## src/rtl/irq_pkg.sv

```systemverilog
// Shared definitions for the interrupt arbiter: FSM state encodings and source/index widths.
package irq_pkg;

   localparam int MAX_IRQ_SRC = 16;
   localparam int IRQ_IDX_W   = 4;

   typedef enum logic [1:0] {
      ST_IDLE    = 2'd0,
      ST_REQ     = 2'd1,
      ST_SERVICE = 2'd2
   } irq_state_e;

endpackage

```

## src/rtl/interrupt_arbiter_if.sv

```systemverilog
// Bus between the interrupt arbiter, the software mask port and the downstream redirect unit.
interface interrupt_arbiter_if;
   import irq_pkg::*;

   // Handshake: int_signal_n is driven low with a stable int_index and stays that way until
   // taken_n is sampled low on a clock edge; eret_n low (one cycle) closes the service window.
   logic                   int_signal_n;
   logic [IRQ_IDX_W-1:0]   int_index;
   logic                   taken_n;
   logic                   eret_n;
   logic                   mask_we;
   logic [MAX_IRQ_SRC-1:0] mask_wdata;

   modport master (
      output int_signal_n, int_index,
      input  taken_n, eret_n, mask_we, mask_wdata
   );

   modport slave (
      input  int_signal_n, int_index,
      output taken_n, eret_n, mask_we, mask_wdata
   );

endinterface

```

## src/rtl/irq_sync_edge.sv

```systemverilog
// Multi-flop synchroniser per line plus an edge-history register; emits a 1-cycle rising-edge pulse.
module irq_sync_edge #(
   parameter int WIDTH       = 8,
   parameter int SYNC_STAGES = 2
) (
   input  logic             clk,
   input  logic             rst,
   input  logic [WIDTH-1:0] irq_i,
   output logic [WIDTH-1:0] edge_o
);

   logic [SYNC_STAGES-1:0][WIDTH-1:0] sync_q;
   logic [WIDTH-1:0]                  prev_q;

   always_ff @(posedge clk or negedge rst) begin
      if (!rst) begin
         sync_q <= '0;
         prev_q <= '0;
      end else begin
         sync_q <= {sync_q[SYNC_STAGES-2:0], irq_i};
         prev_q <= sync_q[SYNC_STAGES-1];
      end
   end

   assign edge_o = sync_q[SYNC_STAGES-1] & ~prev_q;

endmodule

```

## src/rtl/interrupt_arbiter.sv

```systemverilog
// Latches synchronised interrupt edges as pending, masks them, and requests the lowest-index
// winner from the downstream unit, holding it until taken and blocking until the handler returns.
module interrupt_arbiter
   import irq_pkg::*;
#(
   parameter int NUM_SRC     = 8,
   parameter int SYNC_STAGES = 2
) (
   input  logic                   clk,
   input  logic                   rst,
   input  logic [NUM_SRC-1:0]     irq_raw,
   interrupt_arbiter_if.master    bus,
   output logic [MAX_IRQ_SRC-1:0] mask,
   output logic [NUM_SRC-1:0]     pending,
   output logic                   busy,
   output irq_state_e             dbg_state
);

   logic [NUM_SRC-1:0]   irq_edge;
   logic [NUM_SRC-1:0]   pending_q, pending_d;
   logic [NUM_SRC-1:0]   mask_q;
   logic [NUM_SRC-1:0]   eligible;
   logic [NUM_SRC-1:0]   clr;
   logic [IRQ_IDX_W-1:0] winner;
   logic [IRQ_IDX_W-1:0] idx_q, idx_d;
   logic                 sig_n_q, sig_n_d;
   irq_state_e           state_q, state_d;
   logic                 unused_mask_hi;

   irq_sync_edge #(
      .WIDTH       (NUM_SRC),
      .SYNC_STAGES (SYNC_STAGES)
   ) u_sync (
      .clk    (clk),
      .rst    (rst),
      .irq_i  (irq_raw),
      .edge_o (irq_edge)
   );

   // Bits of the write data above NUM_SRC are deliberately discarded.
   assign unused_mask_hi = ^bus.mask_wdata;

   assign eligible = pending_q & mask_q;

   always_comb begin
      winner = '0;
      for (int i = NUM_SRC - 1; i >= 0; i--) begin
         if (eligible[i]) winner = IRQ_IDX_W'(i);
      end
   end

   always_comb begin
      state_d = state_q;
      sig_n_d = sig_n_q;
      idx_d   = idx_q;
      clr     = '0;
      case (state_q)
         ST_IDLE: begin
            if (|eligible) begin
               state_d = ST_REQ;
               sig_n_d = 1'b0;
               idx_d   = winner;
            end
         end
         ST_REQ: begin
            // Only taken_n matters here; a simultaneous eret_n is dropped.
            if (!bus.taken_n) begin
               state_d = ST_SERVICE;
               sig_n_d = 1'b1;
               for (int i = 0; i < NUM_SRC; i++) begin
                  clr[i] = (idx_q == IRQ_IDX_W'(i));
               end
            end
         end
         ST_SERVICE: begin
            if (!bus.eret_n) state_d = ST_IDLE;
         end
         default: begin
            state_d = ST_IDLE;
            sig_n_d = 1'b1;
         end
      endcase
   end

   // A fresh edge arriving as its source is being cleared survives as a new event.
   assign pending_d = (pending_q & ~clr) | irq_edge;

   always_ff @(posedge clk or negedge rst) begin
      if (!rst) begin
         state_q   <= ST_IDLE;
         sig_n_q   <= 1'b1;
         idx_q     <= '0;
         pending_q <= '0;
         mask_q    <= {NUM_SRC{1'b1}};
      end else begin
         state_q   <= state_d;
         sig_n_q   <= sig_n_d;
         idx_q     <= idx_d;
         pending_q <= pending_d;
         if (bus.mask_we) mask_q <= bus.mask_wdata[NUM_SRC-1:0];
      end
   end

   always_comb begin
      mask                = '0;
      mask[NUM_SRC-1:0]   = mask_q;
   end

   assign bus.int_signal_n = sig_n_q;
   assign bus.int_index    = idx_q;
   assign pending          = pending_q;
   assign busy             = (state_q != ST_IDLE);
   assign dbg_state        = state_q;

endmodule

```

## src/flat_wrapper.sv

```systemverilog
// flat-port wrapper written by rule: the top's interface ports become plain ports
module interrupt_arbiter_flat import irq_pkg::*;
#(
   parameter int NUM_SRC     = 8,
   parameter int SYNC_STAGES = 2
)
  (clk, rst, irq_raw, mask, pending, busy, dbg_state, bus_int_signal_n, bus_int_index, bus_taken_n, bus_eret_n, bus_mask_we, bus_mask_wdata);
  interrupt_arbiter_if bus_i ();
  input  logic clk;
  input  logic rst;
  input  logic [NUM_SRC-1:0] irq_raw;
  output logic [MAX_IRQ_SRC-1:0] mask;
  output logic [NUM_SRC-1:0] pending;
  output logic busy;
  output irq_state_e dbg_state;
  output wire logic [$bits(bus_i.int_signal_n)-1:0] bus_int_signal_n;
  output wire logic [$bits(bus_i.int_index)-1:0] bus_int_index;
  input wire logic [$bits(bus_i.taken_n)-1:0] bus_taken_n;
  input wire logic [$bits(bus_i.eret_n)-1:0] bus_eret_n;
  input wire logic [$bits(bus_i.mask_we)-1:0] bus_mask_we;
  input wire logic [$bits(bus_i.mask_wdata)-1:0] bus_mask_wdata;
  assign bus_int_signal_n = bus_i.int_signal_n;
  assign bus_int_index = bus_i.int_index;
  assign bus_i.taken_n = bus_taken_n;
  assign bus_i.eret_n = bus_eret_n;
  assign bus_i.mask_we = bus_mask_we;
  assign bus_i.mask_wdata = bus_mask_wdata;
  interrupt_arbiter #(.NUM_SRC(NUM_SRC), .SYNC_STAGES(SYNC_STAGES)) u_core (.clk(clk), .rst(rst), .irq_raw(irq_raw), .bus(bus_i), .mask(mask), .pending(pending), .busy(busy), .dbg_state(dbg_state));
endmodule
```

## config.mk

```make
export PLATFORM = sky130hd
export DESIGN_NAME = interrupt_arbiter_flat
export DESIGN_NICKNAME = d
export VERILOG_FILES = /design/src/rtl/irq_pkg.sv /design/src/rtl/interrupt_arbiter_if.sv /design/src/rtl/irq_sync_edge.sv /design/src/rtl/interrupt_arbiter.sv /design/src/flat_wrapper.sv
export SDC_FILE = /design/constraint.sdc
export NUM_CORES = 1
export LEC_CHECK = 0
export CAP_MARGIN = 15
export CORE_UTILIZATION = 40
export DETAILED_ROUTE_END_ITERATION = 12
export PLACE_DENSITY = 0.71
export SKIP_CTS_REPAIR_TIMING = 1
export SYNTH_ARGS = -nofsm -noshare
export SYNTH_HDL_FRONTEND = slang
export SYNTH_SLANG_ARGS = --single-unit
```

## constraint.sdc

```tcl
create_clock -name clk -period 1.4 [get_ports clk]
set_clock_uncertainty 0.1 [all_clocks]
set_input_delay 0.42 -clock clk [delete_from_list [all_inputs] [get_ports clk]]
set_output_delay 0.42 -clock clk [all_outputs]
set_load 0.02 [all_outputs]
```

### Word-level counts from Yosys, hierarchy flattened

Cells that the tools add are included.

* bits in registers: 47
* input bits: 29
* output and inout port bits: 32
* logic and storage cells: 51

* eq/ne operators: 12
* multiplexer cells: 17
* bitwise gates (word level): 7
* reduce and logical (&&, ||, !) cells: 7

Operators by type and width (number)
* $mux 4: 7
* $and 8x8->8: 3
* $eq 4x3->1 const B: 4
* $mux 8: 2
* $not 8->8: 2
* $eq 4x2->1 const B: 2
* $or 8x8->8: 1
* $reduce_or 8->1: 1
* $mux 2: 3
* $pmux 2 s3: 1
* $reduce_and 3->1: 2
* $eq 4x1->1 const B: 1
* $logic_not 4->1: 1
* $ne 2x2->1 const B: 2
* $mux 3: 1
* $pmux 1 s3: 1
* $eq 2x1->1 const B: 1
* $eq 2x2->1 const B: 1
* $logic_not 2->1: 1
* $mux 1: 2
* $ne 2x1->1 const B: 1
* $reduce_and 2->1: 1
* $reduce_bool 2->1: 1
* $not 1->1: 1

### Longest topological paths before layout

* depth after elaboration: 9
* depth in mapped cells: 4
* gate-level depth less buffers: 4

### Modules after synthesis

A second synthesis with hierarchy kept.

* cell total of the unflattened synthesis: 131
* area, all modules: 1767.9 um^2

Modules (own cells, without submodules)
* interrupt_arbiter: times used 1, cells an instance 99, area an instance 1057.3 um^2, seq. area each 561.8 um^2
* irq_sync_edge: times used 1, cells an instance 32, area an instance 710.7 um^2, seq. area each 600.6 um^2

### Worst setup path before layout

No wires, ideal clock.

* path kind: register to output
* start: register u_core.state_q[1], in the netlist u_core.dbg_state[1]
* end: output port busy
* data arrival time: 978 ps
* data required time: 880 ps
* path slack: -98 ps
* cell stages (with the launch flop): 3
* buffers on the path: 0
* cells stage by stage: dfrtp_1 nor2_1 inv_1

* cells in the longest elaborated chain, start to end: 1

Ends and longest elaborated chain
* from (decl): RTL line interrupt_arbiter.sv:27 `irq_state_e state_q, state_d;`
* from (signal assigned): RTL line interrupt_arbiter.sv:96 `state_q <= state_d;`
* $reduce_bool 2->1: RTL line interrupt_arbiter.sv:112 `assign busy = (state_q != ST_IDLE);`
* to (decl): RTL line flat_wrapper.sv:14 `output logic busy;`

No other way between the ends.

### Worst setup path in the final report

* start: register u_core.state_q[0], in the netlist u_core.dbg_state[0]
* end: output port busy

The elaborated chain is that of the path after synthesis.

==> run summary <==
worst path arrival time -> 1050 ps
critical path startpoint category -> register
cells after synthesis -> 128
DR vias/cell -> 4.79
layout cell share with drive strength beyond 1 -> 0.493
WL final -> 3580 um
clk_lat worst skew -> 310 ps
most common cell after layout, fill and taps aside -> dfrtp_1
Overall Global Routing Usage -> 0.165
min Tclk post-route -> 1570 ps
Core Footprint -> 4060 um2
clk sink count -> 46
H-tree Lvls -> 2
Worst-path clk slew -> 90 ps
final slew viol count -> 0
vias in the first global route -> 1152
Internal -> 2.96 mW
Reg power frac -> 0.380
f_max -> 0.636 GHz
clock group share of total power -> 0.186
port bufs -> 43
critical path's slowest cell -> dfrtp_2
crit-path leading delay family -> flip-flops
DRT Pass-1 Iters -> 4
Die X-Extent -> 67.7 um
DRC viols -> 0
combinational power share -> 0.434
Antenna Violating Nets Remaining -> 0
Area Overhead vs Synth -> 48.4%
DP HPWL -> 2550 um
synthesized area -> 1720 um2
grt ovf -> 0
crit-path cells -> nor2_4 > inv_2 > buf_6
outcome -> finished with violations
CTS Root Cell -> clkbuf_8
pwr dens -> 1790 nW/um2
synthesized flop and latch total -> 46
DIE HEIGHT -> 67.7 um
failing checks -> negative hold slack, negative setup slack
final hold violations -> 37
Post-synth EDFFs -> 0
WP buf/inv -> 2
largest net degree at the start of global routing -> 47
Psw -> 1.63 mW
Initial Util -> 0.425
slowest stage delay, CP -> 450 ps
io pins -> 61
# setup viols final -> 22
setup slack after layout -> -172 ps
Layout fillers -> 302
Synth Warn # -> 0
standard-cell rows -> 23
worst setup path class -> register to output pin
CP max FO -> 3
VDD IR max -> 0.00108 V
layout net count -> 235
switching part of the total power -> 0.354
RSZ-0062 raised after global routing -> yes
antenna cells -> 0
Placer Congestion -> 0.813
antenna violations before repair -> 0
Min Hold Slack -> -32.6 ps
TritonCTS clock tree -> built
post-synthesis cell type count -> 27
Placed Cells -> 246
pre-CTS WS -> -456 ps
ys flop type -> dfrtp_1
via count -> 1232
CP endpoint kind -> output pin
Max-Cap Viols -> 0
die area -> 4580 um2
Tcrit/Tclk final -> 1.12
first-pass GRT wire length -> 5200 um
cts bufs inserted -> 5
Clock Path Buffers -> 2
Seq/Total Area, Yosys -> 0.674
Req. time, crit path -> 880 ps
Avg Inst Size Synth -> 13.5 um2
post-route insts no fill -> 257
violation count after the first detailed-route iteration -> 31
Hold Crit Class -> input pin to asynchronous set/reset pin
P_leak -> 1.17 nW
Synth async-reset ratio -> 1.00
WL/cell -> 13.9 um
most frequent cells in the layout -> dfrtp_1 (36), buf_4 (26), clkdlybuf4s50_1 (18), buf_6 (18), inv_1 (10)
[area by class of cell]
| class | count | area [um2] | area share |
|---|---|---|---|
| inverter | 11 | 41.3 | 0.0161 |
| multi-input combinational | 69 | 529 | 0.207 |
| clock inverter | 2 | 16.3 | 0.00636 |
| timing repair buffer | 73 | 663 | 0.259 |
| clock buffer | 6 | 82.6 | 0.0323 |
| tap | 50 | 62.6 | 0.0244 |
| sequential | 46 | 1160 | 0.455 |
[power groups by stage]
| stage | logic [mW] | clock network [mW] | registers, mW |
|---|---|---|---|
| final | 1.99 | 0.855 | 1.74 |
| after global routing | 2.13 | 0.933 | 1.76 |
| after global placement | 1.76 | 0 | 1.73 |
| after CTS | 1.83 | 0.885 | 1.71 |
| after detailed placement | 1.81 | 0 | 1.74 |
| after floorplan | 0.544 | 0 | 2.06 |
[worst register-to-register path, stage by stage (launching register included)]
cell and delay (ps):
dfrtp_1 430, buf_6 150, nor3b_4 320, nand2_2 140, o21ai_0 190, o21ai_0 100
[metal layers]
metal / routed length (um) / track usage / vias to the layer above
met3: 239 / 0.0456 / 7
li1: - / - / 575
met4: 71 / 0.0878 / 0
met1: 1440 / 0.197 / 600
met2: 1830 / 0.270 / 50
met5: 0 / 0 / -
[final timing paths]
| kind | slack, ps | start | endpoint | cells after the start |
|---|---|---|---|---|
| max | -170 | u_core.dbg_state[0] | busy | 3 |
| min | -30 | rst | u_core.bus.int_index[0] | 2 |
| max reg2reg | -150 | u_core.dbg_state[1] | u_core.pending[7] | 5 |
| min reg2reg | 260 | u_core.u_sync.sync_q[3] | u_core.u_sync.sync_q[11] | 0 |
| max in group asynchronous | 950 | rst | u_core.mask_q[6] | 2 |
| min in group clk | 260 | u_core.u_sync.sync_q[3] | u_core.u_sync.sync_q[11] | 0 |
[cells in the mapped netlist (2+ instances only)]
cell       n  area [um2]
a21oi_1    6        30.0
nor2_1     3        11.3
dfrtp_1   37         926
mux2_2     8        90.1
o21ai_0   13        65.1
o31ai_1    2        15.0
nand2b_1   3        18.8
buf_4      9        67.6
a32o_1     2        20.0
o21ai_1    2        10.0
dfstp_2    9         236
a22oi_2    3        37.5
nand2_1    7        26.3
inv_1     11        41.3
[sequential cells by signal, indices dropped and copies added, names as in the netlist]
name,count
u_core.bus.int_index,3
u_core.mask_q,8
u_core.u_sync.prev_q,8
u_core.dbg_state,2
u_core.bus.int_signal_n,1
u_core.pending,8
u_core.u_sync.sync_q,16
[through the flow]
stage                     total power, mW  cell area (um2)  hold slack, ps  TNS (ps)   util
after detailed placement             3.55             2390             238     -8330  0.590
after CTS                            4.43             2490           -18.3    -12130  0.614
after global placement               3.49             2390             232     -7680  0.590
after global routing                 4.82             2560            1.53     -3180  0.631
after floorplan                      2.60             1760            24.4     -1.48      -
final                                4.59             2560           -32.6     -2080  0.631
[cells by family (layout without fill, tap and decap cells)]
group / Yosys count / in the layout / synth area share
mux: 9 / 9 / 0.0581
other cells: 1 / 9 / 0.00217
simple gates: 18 / 18 / 0.0646
compound gates: 33 / 33 / 0.135
buf+inv: 21 / 92 / 0.0660
flops: 46 / 46 / 0.674
Note: power is estimated with default switching activity, not from simulation.
